[config.mk]
export PLATFORM = sky130hd
export DESIGN_NAME = fnd_bcd_counter
export DESIGN_NICKNAME = d
export VERILOG_FILES = /design/src/rtl/fnd_bcd_counter_pkg.sv /design/src/rtl/fnd_bcd_counter_digit.sv /design/src/rtl/fnd_bcd_counter.sv
export SDC_FILE = /design/constraint.sdc
export NUM_CORES = 1
export LEC_CHECK = 0
export CORE_MARGIN = 3
export CORE_UTILIZATION = 60
export DETAILED_ROUTE_END_ITERATION = 8
export PLACE_DENSITY_LB_ADDON = 0.25
export SLEW_MARGIN = 20
export SYNTH_ARGS = -nofsm -noshare
export SYNTH_HDL_FRONTEND = slang
export SYNTH_SLANG_ARGS = --single-unit
[constraint.sdc]
create_clock -name clk -period 4.8 [get_ports clk]
set_clock_uncertainty 0.1 [all_clocks]
set_input_delay 1.2 -clock clk [delete_from_list [all_inputs] [get_ports clk]]
set_output_delay 1.2 -clock clk [all_outputs]
set_load 0.005 [all_outputs]
[src/rtl/fnd_bcd_counter_pkg.sv]
// Shared constants for the FND BCD counter: active-low 7-segment encodings
// and the BCD-to-segment lookup used by the display driver.
package fnd_pkg;

    localparam logic [3:0] BCD_MAX   = 4'd9;

    localparam logic [6:0] SEG_0     = 7'h40;
    localparam logic [6:0] SEG_1     = 7'h79;
    localparam logic [6:0] SEG_2     = 7'h24;
    localparam logic [6:0] SEG_3     = 7'h30;
    localparam logic [6:0] SEG_4     = 7'h19;
    localparam logic [6:0] SEG_5     = 7'h12;
    localparam logic [6:0] SEG_6     = 7'h02;
    localparam logic [6:0] SEG_7     = 7'h78;
    localparam logic [6:0] SEG_8     = 7'h00;
    localparam logic [6:0] SEG_9     = 7'h10;
    localparam logic [6:0] SEG_BLANK = 7'h7F;

    // Codes 10..15 never occur in a healthy counter; show them as blank.
    function automatic logic [6:0] bcd_to_seg(input logic [3:0] bcd);
        case (bcd)
            4'd0:    return SEG_0;
            4'd1:    return SEG_1;
            4'd2:    return SEG_2;
            4'd3:    return SEG_3;
            4'd4:    return SEG_4;
            4'd5:    return SEG_5;
            4'd6:    return SEG_6;
            4'd7:    return SEG_7;
            4'd8:    return SEG_8;
            4'd9:    return SEG_9;
            default: return SEG_BLANK;
        endcase
    endfunction

endpackage

[src/rtl/fnd_bcd_counter_digit.sv]
// One decade of the BCD chain: steps up or down by one, wrapping 9<->0,
// and flags carry/borrow so the next decade knows when to step.
module fnd_bcd_digit
    import fnd_pkg::*;
(
    input  logic       clk,
    input  logic       rstn,
    input  logic       step,
    input  logic       up,
    input  logic       clr,
    output logic [3:0] digit,
    output logic       cout
);

    logic [3:0] r_digit;

    always_ff @(posedge clk or negedge rstn) begin
        if (!rstn) begin
            r_digit <= 4'd0;
        end else if (clr) begin
            r_digit <= 4'd0;
        end else if (step) begin
            if (up) begin
                r_digit <= (r_digit == BCD_MAX) ? 4'd0 : r_digit + 4'd1;
            end else begin
                r_digit <= (r_digit == 4'd0) ? BCD_MAX : r_digit - 4'd1;
            end
        end
    end

    assign digit = r_digit;
    assign cout  = up ? (r_digit == BCD_MAX) : (r_digit == 4'd0);

endmodule

[src/rtl/fnd_bcd_counter.sv]
// Multi-digit BCD up/down counter with a time-multiplexed common-anode
// 7-segment driver, selectable tick rate and leading-zero blanking.
module fnd_bcd_counter
    import fnd_pkg::*;
#(
    parameter int NDIG    = 8,
    parameter int RATE0   = 1000000,
    parameter int RATE1   = 500000,
    parameter int REFRESH = 125000
)
(
    input  logic              clk,
    input  logic              rstn,
    input  logic              en,
    input  logic              up,
    input  logic              clksel,
    input  logic              clr,
    input  logic              lzb,
    output logic [6:0]        seg,
    output logic [NDIG-1:0]   an,
    output logic [4*NDIG-1:0] count,
    output logic              wrap
);

    localparam int RMAX = (RATE0 > RATE1) ? RATE0 : RATE1;
    localparam int PW   = $clog2(RMAX + 1);
    localparam int RW   = $clog2(REFRESH + 1);
    localparam int SW   = $clog2(NDIG);

    localparam logic [PW-1:0] RATE0_LAST   = PW'(RATE0 - 1);
    localparam logic [PW-1:0] RATE1_LAST   = PW'(RATE1 - 1);
    localparam logic [RW-1:0] REFRESH_LAST = RW'(REFRESH - 1);
    localparam logic [SW-1:0] SCAN_LAST    = SW'(NDIG - 1);

    logic [PW-1:0]   r_presc;
    logic [RW-1:0]   r_refresh;
    logic [SW-1:0]   r_scan;
    logic [6:0]      r_seg;
    logic [NDIG-1:0] r_an;
    logic            r_wrap;

    logic [PW-1:0]   w_rate_last;
    logic            w_tick;
    logic [NDIG:0]   w_chain;
    logic [NDIG-1:0] w_cout;
    logic [NDIG-1:0] w_zero_from;
    logic [NDIG-1:0] w_blank;
    logic [3:0]      w_digit [NDIG];

    // ">=" rather than "==" so a rate switch to a shorter period never overshoots.
    assign w_rate_last = clksel ? RATE1_LAST : RATE0_LAST;
    assign w_tick      = en && (r_presc >= w_rate_last);

    always_ff @(posedge clk or negedge rstn) begin
        if (!rstn) begin
            r_presc <= '0;
        end else if (clr) begin
            r_presc <= '0;
        end else if (en) begin
            r_presc <= w_tick ? '0 : r_presc + PW'(1);
        end
    end

    assign w_chain[0] = w_tick;

    genvar gi;
    generate
        for (gi = 0; gi < NDIG; gi++) begin : g_digit
            fnd_bcd_digit u_digit (
                .clk   (clk),
                .rstn  (rstn),
                .step  (w_chain[gi]),
                .up    (up),
                .clr   (clr),
                .digit (w_digit[gi]),
                .cout  (w_cout[gi])
            );
            assign w_chain[gi+1]      = w_chain[gi] & w_cout[gi];
            assign count[4*gi +: 4]   = w_digit[gi];

            if (gi == NDIG - 1) begin : g_top
                assign w_zero_from[gi] = (w_digit[gi] == 4'd0);
            end else begin : g_lower
                assign w_zero_from[gi] = (w_digit[gi] == 4'd0) & w_zero_from[gi+1];
            end

            if (gi == 0) begin : g_units
                assign w_blank[gi] = 1'b0;
            end else begin : g_upper
                assign w_blank[gi] = lzb & w_zero_from[gi];
            end
        end
    endgenerate

    // A carry out of the top decade is exactly the wrap event.
    always_ff @(posedge clk or negedge rstn) begin
        if (!rstn) begin
            r_wrap <= 1'b0;
        end else begin
            r_wrap <= w_chain[NDIG] & ~clr;
        end
    end

    always_ff @(posedge clk or negedge rstn) begin
        if (!rstn) begin
            r_refresh <= '0;
            r_scan    <= '0;
        end else if (r_refresh == REFRESH_LAST) begin
            r_refresh <= '0;
            r_scan    <= (r_scan == SCAN_LAST) ? '0 : r_scan + SW'(1);
        end else begin
            r_refresh <= r_refresh + RW'(1);
        end
    end

    always_ff @(posedge clk or negedge rstn) begin
        if (!rstn) begin
            r_an  <= '1;
            r_seg <= SEG_BLANK;
        end else begin
            r_an  <= ~(NDIG'(1) << r_scan);
            r_seg <= w_blank[r_scan] ? SEG_BLANK : bcd_to_seg(w_digit[r_scan]);
        end
    end

    assign seg  = r_seg;
    assign an   = r_an;
    assign wrap = r_wrap;

endmodule

After elaboration in Yosys (flattened, before gate mapping)
Memories as Yosys holds them, arrays and structs flattened. Index checks and enable logic that the tools add are counted.

$add $sub $neg: 19. $lt $le $gt $ge: 3. Eq/ne operators: 10. Shift-type cells: 1. Multiplexer cells: 60. Bitwise logic cells: 25. Reductions and logical operators: 18.

Operators by type and width (number): 4-bit 2-to-1 mux (42); 20-bit 2-to-1 mux (4); 4-bit by 1-bit adder with 4-bit output, second input constant (8); 4-bit equality test, second input constant (8); 4-bit logical NOT (8); 4-bit by 1-bit subtractor with 4-bit output, second input constant (8); 1-bit bitwise AND (22); 20-bit by 1-bit adder with 20-bit output, second input constant (1); 20-bit greater-or-equal comparator (1); 2-bit nonzero test (9); 17-bit by 1-bit adder with 17-bit output, second input constant (1); 17-bit equality test, second input constant (1); 17-bit 2-to-1 mux (1); 4-bit binary-select mux with 3-bit select (1); 1-bit 2-to-1 mux (9); 8-bit inverter (1); 1-bit by 3-bit left shift with 8-bit output, first input constant (1); 7-bit 2-to-1 mux (1); 4-bit greater-or-equal comparator, second input constant (1); 3-bit by 4-bit less-than comparator with 1-bit output, second input constant (1); 3-bit inverter with 4-bit output (1); 3-bit by 1-bit adder with 3-bit output, second input constant (1); 1-bit binary-select mux with 3-bit select (1); 3-bit equality test, second input constant (1); 3 further kinds (3).

Bits in registers: 88. Memory bits (read-only): 112. Bits of input ports: 7. Output and inout port bits: 48. Memories kept: 1.

Memory list: (name not given) (words 16, bits a word 7, rd ports 1, clocked after memory_dff 0, write ports 0, line fnd_bcd_counter_pkg.sv:21) `case (bcd)`.

Logic depth before layout (Yosys ltp)
Word-level depth: 12. Depth in mapped cells: 9. Gate-level depth less buffers: 8.

Cells and area by module
A second synthesis with hierarchy kept.

Cells, all modules: 696. Area total of the unflattened synthesis: 6495.0 sq um.

By module, submodules not included: fnd_bcd_counter (times used 1, cells an instance 336, area an instance 3452.1 sq um, sequential area each 1420.1 sq um); fnd_bcd_digit (times used 8, cells an instance 45, area an instance 380.4 sq um, sequential area each 100.1 sq um).

Worst setup path before layout
Ideal clock, no wire load.

Path type: input -> register. From: in clksel. To: reg g_digit[0].u_digit.r_digit[2]. Library setup time: 0.101 ns. Data arrival time: 3.150 ns. Setup slack: 1.449 ns. Cell stages on the path: 8. Path buffers: 0. Path through: inv_1 > ha_1 > a21oi_1 > nor2_1 > o31ai_2 > nand3_1 > a21boi_0 > nor4_1.

Longest elaborated chain between the ends: 4.

RTL lines: from (decl) (line fnd_bcd_counter.sv:16) `input logic clksel,`; 20-bit 2-to-1 mux (line fnd_bcd_counter.sv:51) `assign w_rate_last = clksel ? RATE1_LAST : RATE0_LAST;`; 20-bit greater-or-equal comparator (line fnd_bcd_counter.sv:52) `assign w_tick = en && (r_presc >= w_rate_last);`; 1-bit logical AND (line fnd_bcd_counter.sv:52); 2-bit nonzero test (no source line); to (signal assigned) (line fnd_bcd_counter_digit.sv:24) `r_digit <= (r_digit == BCD_MAX) ? 4'd0 : r_digit + 4'd1;`; to (signal assigned) (line fnd_bcd_counter_digit.sv:26) `r_digit <= (r_digit == 4'd0) ? BCD_MAX : r_digit - 4'd1;`; to (decl) (line fnd_bcd_counter_digit.sv:15) `logic [3:0] r_digit;`.

No other way between the ends. A chain may end at the register's enable or synchronous reset.

Final worst setup path
From: in clksel. To: reg g_digit[2].u_digit.r_digit[3].

Longest elaborated chain between the ends: 6.

RTL lines: 20-bit 2-to-1 mux (line fnd_bcd_counter.sv:51); 20-bit greater-or-equal comparator (line fnd_bcd_counter.sv:52); 1-bit logical AND (line fnd_bcd_counter.sv:52); 1-bit bitwise AND (2 in series) (line fnd_bcd_counter.sv:78) `assign w_chain[gi+1] = w_chain[gi] & w_cout[gi];`; 2-bit nonzero test (no source line); to (signal assigned) (line fnd_bcd_counter_digit.sv:24); to (signal assigned) (line fnd_bcd_counter_digit.sv:26); to (decl) (line fnd_bcd_counter_digit.sv:15).

No other way between the ends.

==> metrics.yaml <==
placement:
  pre_cts_ws_ns: 0.5876
  place_area_um2: 6629
  placed_cells: 816
  routabilityCongestion: 0.9426
  place.detailed.hpwl_um: 10070
  port_buffers: 54
floorplanning:
  floorplan.die_area_um2: 11270
  core-area_um2: 9503
  placement_rows: 35
  start_util_pct: 63.33
  dieWidth_um: 106.2
  die_h_um: 106.2
  ioPinCount: 55
worst_setup_path:
  timing_worst_setup_path_type: "in2reg"
  cp.buffers_inverters: 2
  crit_path_cell_trace: "clkdlybuf4s50_1 > inv_1 > ha_1 > nand3_1 > o311ai_1 > nand4_2 > a21oi_1 > nor2_1 > o2bb2a_1"
  crit_path_start: "clksel"
  worst_setup_path_end_kind: "register"
  worst_path_dominant_cell_family: "compound AO/OA/AOI/OAI gates"
  critical_path.reg2reg.startpoint: "g_digit[0].u_digit.digit[0]"
  data_arrival_time_of_the_critical_path_ns: 4.01
  crit_path_max_incr_delay_ns: 0.58
  largest_driver_fanout_on_the_critical_path: 8
  worst-r2r-setup-slack_ns: 1.69
  worst-endpoint-required_ns: 4.96
  critPathSlowestCell: "sky130_fd_sc_hd__clkdlybuf4s50_1"
  cp-start-kind: "primary input"
min_path:
  kind_of_path_behind_the_tightest_hold_check: "reg2reg"
  hold_path_startpoint: "r_refresh[9]"
logic_synthesis:
  synth_cell_types: 73
  most_frequently_used_flop_master_after_synthesis: "sky130_fd_sc_hd__dfrtp_1"
  mean_instance_size_in_the_synthesized_netlist_um2: 9.146
  synth-warning-count: 0
  async_flop_share_pct: 100.0
  mappedNetlistArea_um2: 6018
  synth_enable_flop_cells: 0
  postSynthNetCount: 709
  synthesized_flop_and_latch_total: 88
  synth_sequential_area_ratio_pct: 36.90
  netlist_instances: 658
power_and_ir_drop:
  share_seq_of_total_power_pct: 54.4
  p_sw_uw: 399.6
  power.switching_fraction_pct: 28.44
  intPower_mw: 1.005
  power.share.clock_pct: 36.1
  pwr_density_cell_nw_per_um2: 205.9
  vdd.ir_drop.worst_uv: 131.5
  power.combinational.fraction_pct: 9.5
  p_leak_nw: 2.818
  totalPowerFinal_mw: 1.405
sta:
  finalWorstPathRequiredPeriod_ns: 3.848
  rsz_0062_raised_after_global_routing: "no"
  postLayoutSetupSlackWorst_ns: 0.9519
  relative_max_transition_margin_pct: 39.33
  fin_worst_hold_slack_ns: 0.3952
  timing.final.crit_share_pct: 80.17
  fin_tns_setup_ns: 0
  fmax_mhz: 259.9
  timing_max_transition_violations_final: 0
  report.final.hold_viol_count: 0
  worst-slew-pin-transition_ns: 0.9101
  setup-violations-final: 0
clocking:
  ctsHoldBuffers: 0
  clkTransAtPathRegs_ns: 0.10
  max-clock-path-buffers: 2
  cts-root-buf: "sky130_fd_sc_hd__clkbuf_8"
  htree_num_levels: 3
  clock_latency_late_sink_ns: 0.37
  cts_tree: "yes"
  post_cts.resized_instances: 0
  post_cts_buffers: 0
  tritoncts_buffer_count: 9
  clkSinkCount: 88
drt:
  drtPass1Iterations: 5
  detailroute.via_count: 5207
  detail_route.vias_per_cell: 6.258
  dr.first_iter.drc_count: 426
  post_detailed_route_count_of_antenna_violating_nets: 0
  totalWireLength_um: 14170
  drcViolationCount: 0
  route.detailed.wl_per_inst_um: 17.03
grt:
  globalRouteMet3Util_pct: 4.736
  globalRouteMet2Util_pct: 42.26
  overflow: 0
  global_route.usage.met1_pct: 34.05
  grt_max_degree: 89
  antenna_found_initial: 0
  first_pass_grt_wire_length_um: 23560
  globalRoute.busiestLayer: "met2"
  vias_in_the_first_global_route: 4911
  grt.total_usage_pct: 25.73
final_layout:
  num-fill-cells: 730
  core_utilization_of_the_finished_layout_pct: 71.80
  final_common_cell: "sky130_fd_sc_hd__dfrtp_1"
  number_of_antenna_repair_diodes: 0
  drive_above_1_share_pct: 9.388
  area_growth_pct: 13.37
  finish.instance_area_um2: 6823
  stdcell_count: 832
  layout.nets: 749
  layout_common_cells: "73 x sky130_fd_sc_hd__dfrtp_1, 63 x sky130_fd_sc_hd__nand2_1, 62 x sky130_fd_sc_hd__nor2_1, 52 x sky130_fd_sc_hd__clkdlybuf4s50_1, 44 x sky130_fd_sc_hd__ha_1"
job:
  maxCapViolations: 0
outcome:
  run_status: "finished, final reports clean"
[cells in the mapped netlist (all sizes together), types with 3 or more instances]
master | instances | area (um^2)
a21boi | 5 | 41.28
a22o | 5 | 43.79
inv | 39 | 146.4
xor2 | 23 | 201.4
or4b | 3 | 33.78
nor3b | 6 | 45.04
o31ai | 11 | 87.58
ha | 44 | 550.5
nand3b | 5 | 50.05
or3 | 7 | 43.79
or2 | 4 | 25.02
dfrtp | 73 | 1827
dfstp | 15 | 394.1
nor2 | 62 | 232.7
nor3 | 18 | 90.09
a211oi | 3 | 22.52
buf | 10 | 50.05
mux2 | 3 | 33.78
a22oi | 3 | 36.28
nand4 | 16 | 106.4
and4 | 4 | 35.03
a31oi | 4 | 25.02
o22ai | 8 | 50.05
mux2i | 11 | 110.1
nand2 | 63 | 236.5
o21ai | 44 | 220.2
a2111oi | 4 | 72.57
nor4b | 4 | 41.29
xnor2 | 18 | 157.7
a21oi | 27 | 135.1
clkbuf | 21 | 78.83
nor4 | 7 | 43.79
mux4 | 9 | 206.5
nand2b | 8 | 50.05
nand3 | 32 | 160.2
and4b | 3 | 30.03
o2111ai | 7 | 61.31
[final cells by class]
type                    count  area, um^2  area share (%)
well taps                 129       161.4           2.366
clock inverters             7       66.31          0.9719
multi-input cells         500        3522           51.62
repair buffers             60       581.8           8.527
flip-flops and latches     88        2221           32.55
clock buffers               9       123.9           1.816
inverters                  39       146.4           2.146
[final timing paths]
check | end | cells past startpoint
setup / recovery | g_digit[2].u_digit.digit[3] | 9
hold / removal | r_refresh[9] | 1
setup reg to reg | g_digit[4].u_digit.digit[1] | 8
hold reg to reg | r_refresh[9] | 1
max in group asynchronous | r_refresh[0] | 1
min in group asynchronous | r_presc[17] | 1
[layer usage]
layer  wire [um]  share of wire [%]  vias up
met3        1054                7.4       36
li1            -                  -     2451
met1        6043                 43     2486
met2        6764                 48      234
met5           0                  0        -
met4         310                2.2        0
[logic make-up after synthesis]
family,Yosys count,synth area share [%]
simple gates,254,21.79
compound gates,138,15.80
flops,88,36.90
buf+inv,70,4.574
fa+ha+maj,44,9.148
xor+xnor,41,5.967
mux,23,5.821
[worst register-to-register path, delay by kind of cell (launching register included)]
family	cells	cell delay (ns)
compound gates	4	1.27
simple gates	2	0.73
flops	1	0.52
fa+ha+maj	1	0.25
buf+inv	1	0.14
[power by group through the flow]
stage | sequential (mW) | combinational (mW) | clock (mW)
after floorplan | 0.774 | 0.0775 | 0
after global placement | 0.778 | 0.128 | 0
after detailed placement | 0.779 | 0.131 | 0
after CTS | 0.765 | 0.132 | 0.513
after global routing | 0.767 | 0.147 | 0.540
final | 0.765 | 0.133 | 0.507
[sequential cells by signal, summed over array words and instances (netlist names)]
signal,flops
g_digit.u_digit.digit,32
r_presc,20
r_refresh,17
an,8
seg,7
r_scan,3
wrap,1
No activity file was read; power rests on OpenSTA's default activity.
